### config.mk
export PLATFORM = sky130hd
export DESIGN_NAME = seq_multiplier
export DESIGN_NICKNAME = d
export VERILOG_FILES = /design/src/rtl/seq_multiplier.sv
export SDC_FILE = /design/constraint.sdc
export NUM_CORES = 1
export LEC_CHECK = 0
export BUFFER_PORTS_ARGS = -buffer_cell sky130_fd_sc_hd__buf_2
export CORE_MARGIN = 3
export CORE_UTILIZATION = 30
export CTS_CLUSTER_SIZE = 14
export DETAILED_ROUTE_END_ITERATION = 8
export SETUP_SLACK_MARGIN = 0.2
export SLEW_MARGIN = 10
export SYNTH_ARGS = -nofsm -noshare
export SYNTH_HDL_FRONTEND = slang
export SYNTH_SLANG_ARGS = --single-unit
### constraint.sdc
create_clock -name clk -period 2.7 [get_ports clk]
set_input_delay 0.54 -clock clk [delete_from_list [all_inputs] [get_ports clk]]
set_output_delay 0.54 -clock clk [all_outputs]
set_load 0.1 [all_outputs]
### src/rtl/seq_multiplier.sv
// seq_multiplier: shift-add multiplier, one multiplier bit per clock, unsigned or signed operands
module seq_multiplier #(
  parameter int WIDTH = 4
) (
  input  logic               clk,
  input  logic               rst_n,
  input  logic               start,
  input  logic               is_signed,
  input  logic [WIDTH-1:0]   multiplicand,
  input  logic [WIDTH-1:0]   multiplier,
  output logic               busy,
  output logic               done,
  output logic [2*WIDTH-1:0] product
);
  localparam int CW = $clog2(WIDTH);
  typedef enum logic [1:0] {IDLE, RUN, FIX, DONE} state_t;
  state_t             state_q, state_d;
  logic [WIDTH-1:0]   a_q, a_d, b_q, b_d;
  logic               sign_q, sign_d;
  logic [CW-1:0]      cnt_q, cnt_d;
  logic [2*WIDTH-1:0] acc_q, acc_d, product_q, product_d;
  logic               accept, last;
  always_comb begin
    accept    = start && (state_q == IDLE || state_q == DONE);
    last      = cnt_q == CW'(WIDTH - 1);
    state_d   = accept ? RUN :
                (state_q == RUN && last) ? FIX :
                state_q == FIX ? DONE :
                state_q == DONE ? IDLE : state_q;
    // operands are stored as magnitudes; the sign is reapplied once at FIX
    a_d       = accept ? ((is_signed && multiplicand[WIDTH-1]) ? -multiplicand : multiplicand) : a_q;
    b_d       = accept ? ((is_signed && multiplier[WIDTH-1]) ? -multiplier : multiplier) : b_q;
    sign_d    = accept ? (is_signed && (multiplicand[WIDTH-1] ^ multiplier[WIDTH-1])) : sign_q;
    cnt_d     = accept ? '0 : state_q == RUN ? cnt_q + CW'(1) : cnt_q;
    acc_d     = accept ? '0 :
                (state_q == RUN && b_q[cnt_q]) ? acc_q + ({{WIDTH{1'b0}}, a_q} << cnt_q) : acc_q;
    product_d = state_q == FIX ? (sign_q ? -acc_q : acc_q) : product_q;
    busy      = state_q == RUN || state_q == FIX;
    done      = state_q == DONE;
    product   = product_q;
  end
  always_ff @(posedge clk or negedge rst_n) begin
    if (!rst_n) begin
      state_q   <= IDLE;
      a_q       <= '0;
      b_q       <= '0;
      sign_q    <= 1'b0;
      cnt_q     <= '0;
      acc_q     <= '0;
      product_q <= '0;
    end else begin
      state_q   <= state_d;
      a_q       <= a_d;
      b_q       <= b_d;
      sign_q    <= sign_d;
      cnt_q     <= cnt_d;
      acc_q     <= acc_d;
      product_q <= product_d;
    end
  end
endmodule

# After elaboration in Yosys (flattened, before gate mapping)
# Index checks and enable logic that the tools add are counted.
# totals
elab_cells	44
reg_bits	29
output_inout_bits	10
in_bits	12
# classes
n_shift	1
bitwise	1
addsub	5
eq_ne	4
magnitude_cmp	1
n_reduce_logical	12
n_mux	13
# op_table
cell	count
8-bit two-way mux	3
2-bit two-way mux	6
8-bit adder	1
4-bit two-way mux	2
4-bit negator	2
8-bit negator	1
4-bit by 2-bit left shift with 8-bit output	1
2-bit equality test (second input constant)	3
1-bit logical AND	6
2-bit nonzero test	2
4-bit nonzero test	1
2-bit by 3-bit < comparator with 1-bit output (second input constant)	1
2-bit by 1-bit adder with 2-bit output (second input constant)	1
1-bit binary-select mux with 2-bit select	1
2-bit by 1-bit equality test with 1-bit output (second input constant)	1
2-bit zero test	1
1-bit logical OR	2
1-bit two-way mux	1
1-bit bitwise XOR	1

# Logic depth before layout (Yosys ltp)
# Gate-level depths: netlist of run 1.
# logic_depth
depth_word	5
depth_mapped	8
ltp_nobuf	7

# Least setup slack after synthesis of run 1
# No wires, ideal clock.
# synth_path
path_type	flip-flop to flip-flop
from	register cnt_q[1]
to	register acc_q[6]
slack_ns	0.629
setup_time_ns	0.087
t_required_ns	2.613
arrival_ns	1.984
path_buffers	1
period_less_slack_ns	2.071
path_stages_with_launch	9
cell_sequence	dfrtp_1 > clkbuf_1 > nor3b_1 > ha_1 > fa_1 > a211o_1 > o211ai_1 > a2111oi_1 > a211oi_2
# synth_between
elab_chain_cells	4
elab_cells_between_ends	8
classes_between	1 x add/sub; 1 x shift; 4 x mux; 2 x reduce/logical
# synth_lines
item	line	rtl
start: declaration	20	logic [CW-1:0] cnt_q, cnt_d;
start signal: assignment	56	cnt_q <= cnt_d;
4-bit by 2-bit left shift with 8-bit output or 1-bit binary-select mux with 2-bit select (tied branches)	36	(state_q == RUN && b_q[cnt_q]) ? acc_q + ({{WIDTH{1'b0}}, a_q} << cnt_q) : acc_q;
8-bit adder or 1-bit two-way mux (tied branches)	36	
8-bit two-way mux or 1-bit logical AND (tied branches)	36	
8-bit two-way mux or 2-bit nonzero test (tied branches)	-	
end signal: assignment	49	acc_q <= '0;
end signal: assignment	57	acc_q <= acc_d;
end: declaration	21	logic [2*WIDTH-1:0] acc_q, acc_d, product_q, product_d;
# Parallel ways exist; a longest one is shown, timed or not. The select of a mux whose other input is x is not followed.
# A chain may end at the register's enable or synchronous reset.

# Worst setup path after layout of run 1
# Same ends and word-level chain as after synthesis.

==> results.py, run 1 <==
metrics = {
    "run_status": {
        "outcome": "complete, no violations",
    },
    "die": {
        "start_util": 0.323,
        "num_io_pins": 22,
        "die_width_um": 84.4,
        "dieArea_mm2": 0.00712,
        "core_mm2": 0.00571,
        "rows": 27,
        "die_y_um": 84.4,
    },
    "setup_path": {
        "worst_setup_path_start_kind": "register",
        "worstReg2RegStart": "cnt_q[1]",
        "crit_slowest_cell": "dfrtp_1",
        "crit_buf_inv": 0,
        "max_stage_delay_ps": 500,
        "cp.depth": 7,
        "crit_path_end_kind": "register",
        "path_cells": "nor3b_1, ha_1, fa_1, a211o_1, o211ai_1, a2111oi_1, a211oi_2",
        "path_class": "reg -> reg",
        "rr_endpoint": "acc_q[6]",
        "cp-endpoint": "acc_q[6]",
        "cp_top_family": "compound AO/OA/AOI/OAI gates",
        "rr_worst_depth": 7,
        "r2r_setup_slack_ps": 500,
        "crit_required_ps": 2840,
        "critPathArrivalTime_ps": 2340,
        "crit_fanout": 12,
        "crit_start": "cnt_q[1]",
    },
    "clock_network": {
        "cts_inserted_buffers": 5,
        "cts_max_level": 2,
        "cts_sinks": 29,
        "clockBufferDepth": 2,
        "cts_tree": "yes",
        "root_buffer": "clkbuf_8",
        "cts_setup_buffers": 0,
        "path_clk_slew_ps": 60,
        "insertion_delay_ps": 270,
    },
    "sta": {
        "finalHoldViolations": 0,
        "max_freq_ghz": 0.455,
        "rsz0062_at_grt": "no",
        "finalSetupViolations": 0,
        "relSlewSlack": 0.570,
        "timing.setup.tns_ps": 0,
        "finalClockSkew_ps": 3.99,
        "final-max-slew-violation-count": 0,
        "min_period_ps": 2200,
        "period_share": 0.815,
        "tightest_slew_ps": 646,
    },
    "min_path": {
        "hp-class": "in -> async",
    },
    "synthesis": {
        "avgSynthCellArea_um2": 9.36,
        "synth_nets": 224,
        "yosysWarnings": 0,
        "syn_area_mm2": 0.00184,
        "syn_inst": 197,
        "synth_edf_count": 0,
        "yosysUniqueCellTypes": 41,
        "seq_area_frac_synth": 0.393,
        "synth_seq_cells": 29,
        "synthArstFlopShare": 1.00,
        "ys.flop_type": "dfrtp_1",
    },
    "global_routing": {
        "grt_use_total": 0.113,
        "antenna_found_initial": 0,
        "grt_pass1_wl_um": 6540,
        "grt_max_degree": 30,
        "grt_pass1_vias": 1451,
        "grt_overflow": 0,
    },
    "routing": {
        "routed-via-count": 1404,
        "wirelength_um": 3640,
        "ant_nets": 0,
        "first_pass_iters": 4,
        "routedWlPerCell_um": 12.6,
        "via_per_inst": 4.86,
        "drt_iter0_drc": 107,
        "drc_errors": 0,
    },
    "place": {
        "hpwl_um": 2760,
        "port_buffers": 21,
        "gp_congestion": 0.878,
    },
    "finish": {
        "area_delta_synth_final_pct": 12.9,
        "antenna_cells": 0,
        "layout-drive-gt1-share": 0.184,
        "fin_nets": 244,
    },
    "flow_run": {
        "maxCapViolCount": 0,
    },
}
-- layout make-up --
cell class / instances / area (um^2)
fillers: 581 / 3630
multi-input cells: 148 / 1030
flip-flops and latches: 29 / 727
repair buffers: 21 / 105
well taps: 72 / 90.1
clock buffers: 7 / 86.3
inverters: 12 / 45.0
-- sequential cells by signal, summed over array words and instances (netlist names) --
name / count
a_q: 4
acc_q: 8
b_q: 4
cnt_q: 2
product: 8
sign_q: 1
state_q: 2
-- how the worst min path moves through the flow --
stage	end	slack [ps]	from	cells past startpoint
CTS	product[2]	310	rst_n	1
global route	product[2]	350	rst_n	1
detailed placement	b_q[3]	460	b_q[3]	2
floorplan	a_q[0]	240	rst_n	0
finish	product[2]	290	rst_n	1
global placement	b_q[1]	470	b_q[1]	2
-- kinds of logic after synthesis --
kind of cell / after synthesis / synth area share
AND/OR/NAND/NOR: 64 / 0.159
AO/OA/AOI/OAI: 47 / 0.174
flip-flops: 29 / 0.393
buffers and inverters: 20 / 0.0488
adder cells (fa/ha/maj): 15 / 0.106
XOR/XNOR: 11 / 0.0522
multiplexers: 11 / 0.0672
-- cell usage in the layout (no fill, tap or decap), drive strengths merged, types with 2 or more instances in the layout --
cell type  count
nor2          19
nor2b          2
o31ai          3
a211oi         5
nand2         26
a21o           4
inv           12
buf           21
o21ai         10
xor2           6
mux2i          9
ha            14
a211o          4
clkbuf         7
xnor2          5
a21oi         15
nand3          6
dfrtp         29
o211ai         2
and2           2
-- synth_stat cells, types with 2 or more instances --
master | instances | area share
xnor2_1 | 5 | 0.024
buf_6 | 2 | 0.012
nor2_1 | 18 | 0.037
o21ai_0 | 8 | 0.022
ha_1 | 14 | 0.095
a211oi_2 | 2 | 0.014
inv_1 | 12 | 0.024
nand2_1 | 25 | 0.051
dfrtp_1 | 29 | 0.39
o31ai_1 | 3 | 0.012
a21oi_1 | 15 | 0.041
a211o_1 | 4 | 0.019
clkbuf_1 | 6 | 0.012
xor2_1 | 6 | 0.028
o211ai_1 | 2 | 0.0081
nor2b_1 | 2 | 0.0068
nand3_1 | 6 | 0.016
a21o_1 | 4 | 0.016
mux2i_1 | 9 | 0.049
a211oi_1 | 3 | 0.012
o21ai_2 | 2 | 0.0095
-- stage by stage --
step / utilization / instances / hold slack [ps] / worst slack [ps] / area, um^2
3_5_place_dp: 0.349 / 282 / 463 / 446 / 1990
6_report: 0.365 / 289 / 285 / 501 / 2080
3_3_place_gp: 0.349 / 282 / 467 / 468 / 1990
4_1_cts: 0.364 / 289 / 310 / 424 / 2080
2_1_floorplan: - / 197 / 244 / 629 / 1840
5_1_grt: 0.365 / 289 / 353 / 271 / 2080
-- layer usage --
metal | vias to the layer above | part of all wire | track usage
met5 | - | 0 | 0
met3 | 3 | 0.047 | 0.0294
li1 | 725 | - | -
met1 | 649 | 0.47 | 0.141
met2 | 27 | 0.48 | 0.187
met4 | 0 | 0.0049 | 0.0403
-- timing repair --
action / in CTS / in global routing
hold buffers: 0 / 0
gates resized for setup: 0 / 1
setup endpoints to repair: 0 / 1
Power of run 1 is not shown: default switching activity piles up to over one toggle a cycle in this logic, so the estimate is an artifact.
==> run 2, diff against run 1 <==
Clock period 2.7 ns to 1.8 ns, I/O delays scaled along.
==> run 2 against run 1 <==
The run now ends with setup timing left. Worst hold slack got worse by 170 ps. Highest routed layer unchanged. Via count rose by 8.0%. First-iteration DRC count fell by 9.3%. Register-to-register slack got worse by 770 ps. Worst setup slack got worse by 770 ps. Utilization rose by 7.4 points. Critical path depth rose by 1. Count of clock-buffer cells in the layout did not move. Global-route usage rose by 0.19 points. Die area did not move.
==> results.py, run 2 (synthesis gave the netlist of run 1 again) <==
metrics = {
    "run_status": {
        "outcome": "complete, but fails checks",
        "violations": "setup timing",
    },
    "setup_path": {
        "path_cells": "mux2i_2, nor2_2, fa_2, a211o_1, o211ai_1, buf_4, nand3_2, a21oi_2",
        "crit_path_end_kind": "register",
        "crit_slowest_cell": "dfrtp_2",
        "max_stage_delay_ps": 470,
        "crit_required_ps": 2010,
        "path_class": "reg -> reg",
        "rr_endpoint": "acc_q[4]",
        "worstReg2RegStart": "cnt_q[0]",
        "critPathArrivalTime_ps": 2290,
        "r2r_setup_slack_ps": -270,
        "worst_setup_path_start_kind": "register",
        "rr_worst_depth": 8,
        "crit_fanout": 8,
    },
    "sta": {
        "rsz0062_at_grt": "yes",
        "finalWorstSetupSlack_ps": -274,
        "finalClockSkew_ps": 11.3,
        "min_period_ps": 2070,
        "max_freq_ghz": 0.482,
        "timing.setup.tns_ps": -1000,
        "finalSetupViolations": 6,
        "finalHoldViolations": 0,
        "final-max-slew-violation-count": 0,
        "timing.hold.ws_ps": 114,
        "relSlewSlack": 0.551,
        "tightest_slew_ps": 674,
        "period_share": 1.15,
    },
    "global_routing": {
        "antenna_found_initial": 0,
        "grt_max_degree": 30,
        "grt_pass1_vias": 1425,
        "grt_use_total": 0.115,
        "grt_pass1_wl_um": 6600,
        "grt_overflow": 0,
    },
    "routing": {
        "wirelength_um": 3920,
        "ant_nets": 0,
        "routedWlPerCell_um": 12.3,
        "drt_iter0_drc": 97,
        "via_per_inst": 4.77,
        "first_pass_iters": 4,
        "drc_errors": 0,
        "routed-via-count": 1517,
    },
    "clock_network": {
        "path_clk_slew_ps": 70,
        "cts_sinks": 29,
        "clockBufferDepth": 2,
        "cts_max_level": 2,
        "ctsHoldBuffers": 0,
        "cts_tree": "yes",
        "cts_inserted_buffers": 5,
        "insertion_delay_ps": 280,
        "root_buffer": "clkbuf_8",
    },
    "die": {
        "die_y_um": 84.4,
        "core_mm2": 0.00571,
        "num_io_pins": 22,
        "rows": 27,
        "die_width_um": 84.4,
        "dieArea_mm2": 0.00712,
        "start_util": 0.323,
    },
    "finish": {
        "final_area_mm2": 0.00251,
        "final_cell_mix": "nand2_1, dfrtp_1, buf_4",
        "fin_nets": 272,
        "area_delta_synth_final_pct": 35.9,
        "nFillCells": 545,
        "layout-drive-gt1-share": 0.398,
        "antenna_cells": 0,
    },
    "place": {
        "port_buffers": 21,
        "gp_congestion": 0.847,
        "hpwl_um": 2870,
        "placed_area_mm2": 0.00221,
    },
    "flow_run": {
        "maxCapViolCount": 0,
    },
    "min_path": {
        "hp-class": "in -> async",
    },
}
-- run 2: stage by stage --
| step | setup slack [ps] | instances | utilization |
|---|---|---|---|
| after global routing | -368 | 318 | 0.439 |
| after global placement | -260 | 302 | 0.386 |
| after detailed placement | -294 | 302 | 0.386 |
| after CTS | -199 | 315 | 0.428 |
| final | -274 | 318 | 0.439 |
| after floorplan | -101 | 197 | - |
-- run 2: what timing repair did --
| action | in CTS | in global routing |
|---|---|---|
| endpoints found under the setup margin | 14 | 13 |
| gates resized for setup | 22 | 10 |
| pin swaps | 12 | 12 |
| buffers inserted | 5 | 3 |
-- run 2: cell type report --
cell class | count | area [um^2] | area share
inverters | 12 | 48.8 | 0.0195
well taps | 72 | 90.1 | 0.0359
repair buffers | 49 | 357 | 0.142
flip-flops and latches | 29 | 731 | 0.292
multi-input cells | 148 | 1160 | 0.464
clock inverters | 1 | 30.0 | 0.0120
clock buffers | 7 | 86.3 | 0.0344
-- run 2: critical path, delay by kind of cell, from the launching register on --
| kind | cells | cell delay, ps |
|---|---|---|
| AOI/OAI and AO/OA | 3 | 600 |
| DFF | 1 | 470 |
| buffers and inverters | 1 | 180 |
| adders and majority gates | 1 | 350 |
| and+or+nand+nor | 2 | 150 |
| muxes | 1 | 280 |
-- run 2: worst max-delay path by stage --
stage / from / to / slack (ps) / cells after the start
after floorplan: cnt_q[0] / acc_q[6] / -100 / 8
after global placement: cnt_q[0] / acc_q[6] / -260 / 7
after detailed placement: cnt_q[0] / acc_q[6] / -290 / 7
after CTS: cnt_q[0] / acc_q[6] / -200 / 7
after global routing: cnt_q[0] / acc_q[6] / -370 / 7
final: cnt_q[0] / acc_q[4] / -270 / 8
-- run 2: routing by layer --
layer	GRT usage	routed length, um	part of all wire	vias up
met5	0	0	0	-
met4	0.0403	43	0.011	0
met3	0.0294	188	0.048	4
met2	0.179	1750	0.45	34
met1	0.154	1930	0.49	689
li1	-	-	-	790
Power of run 2 is left out for the same reason.
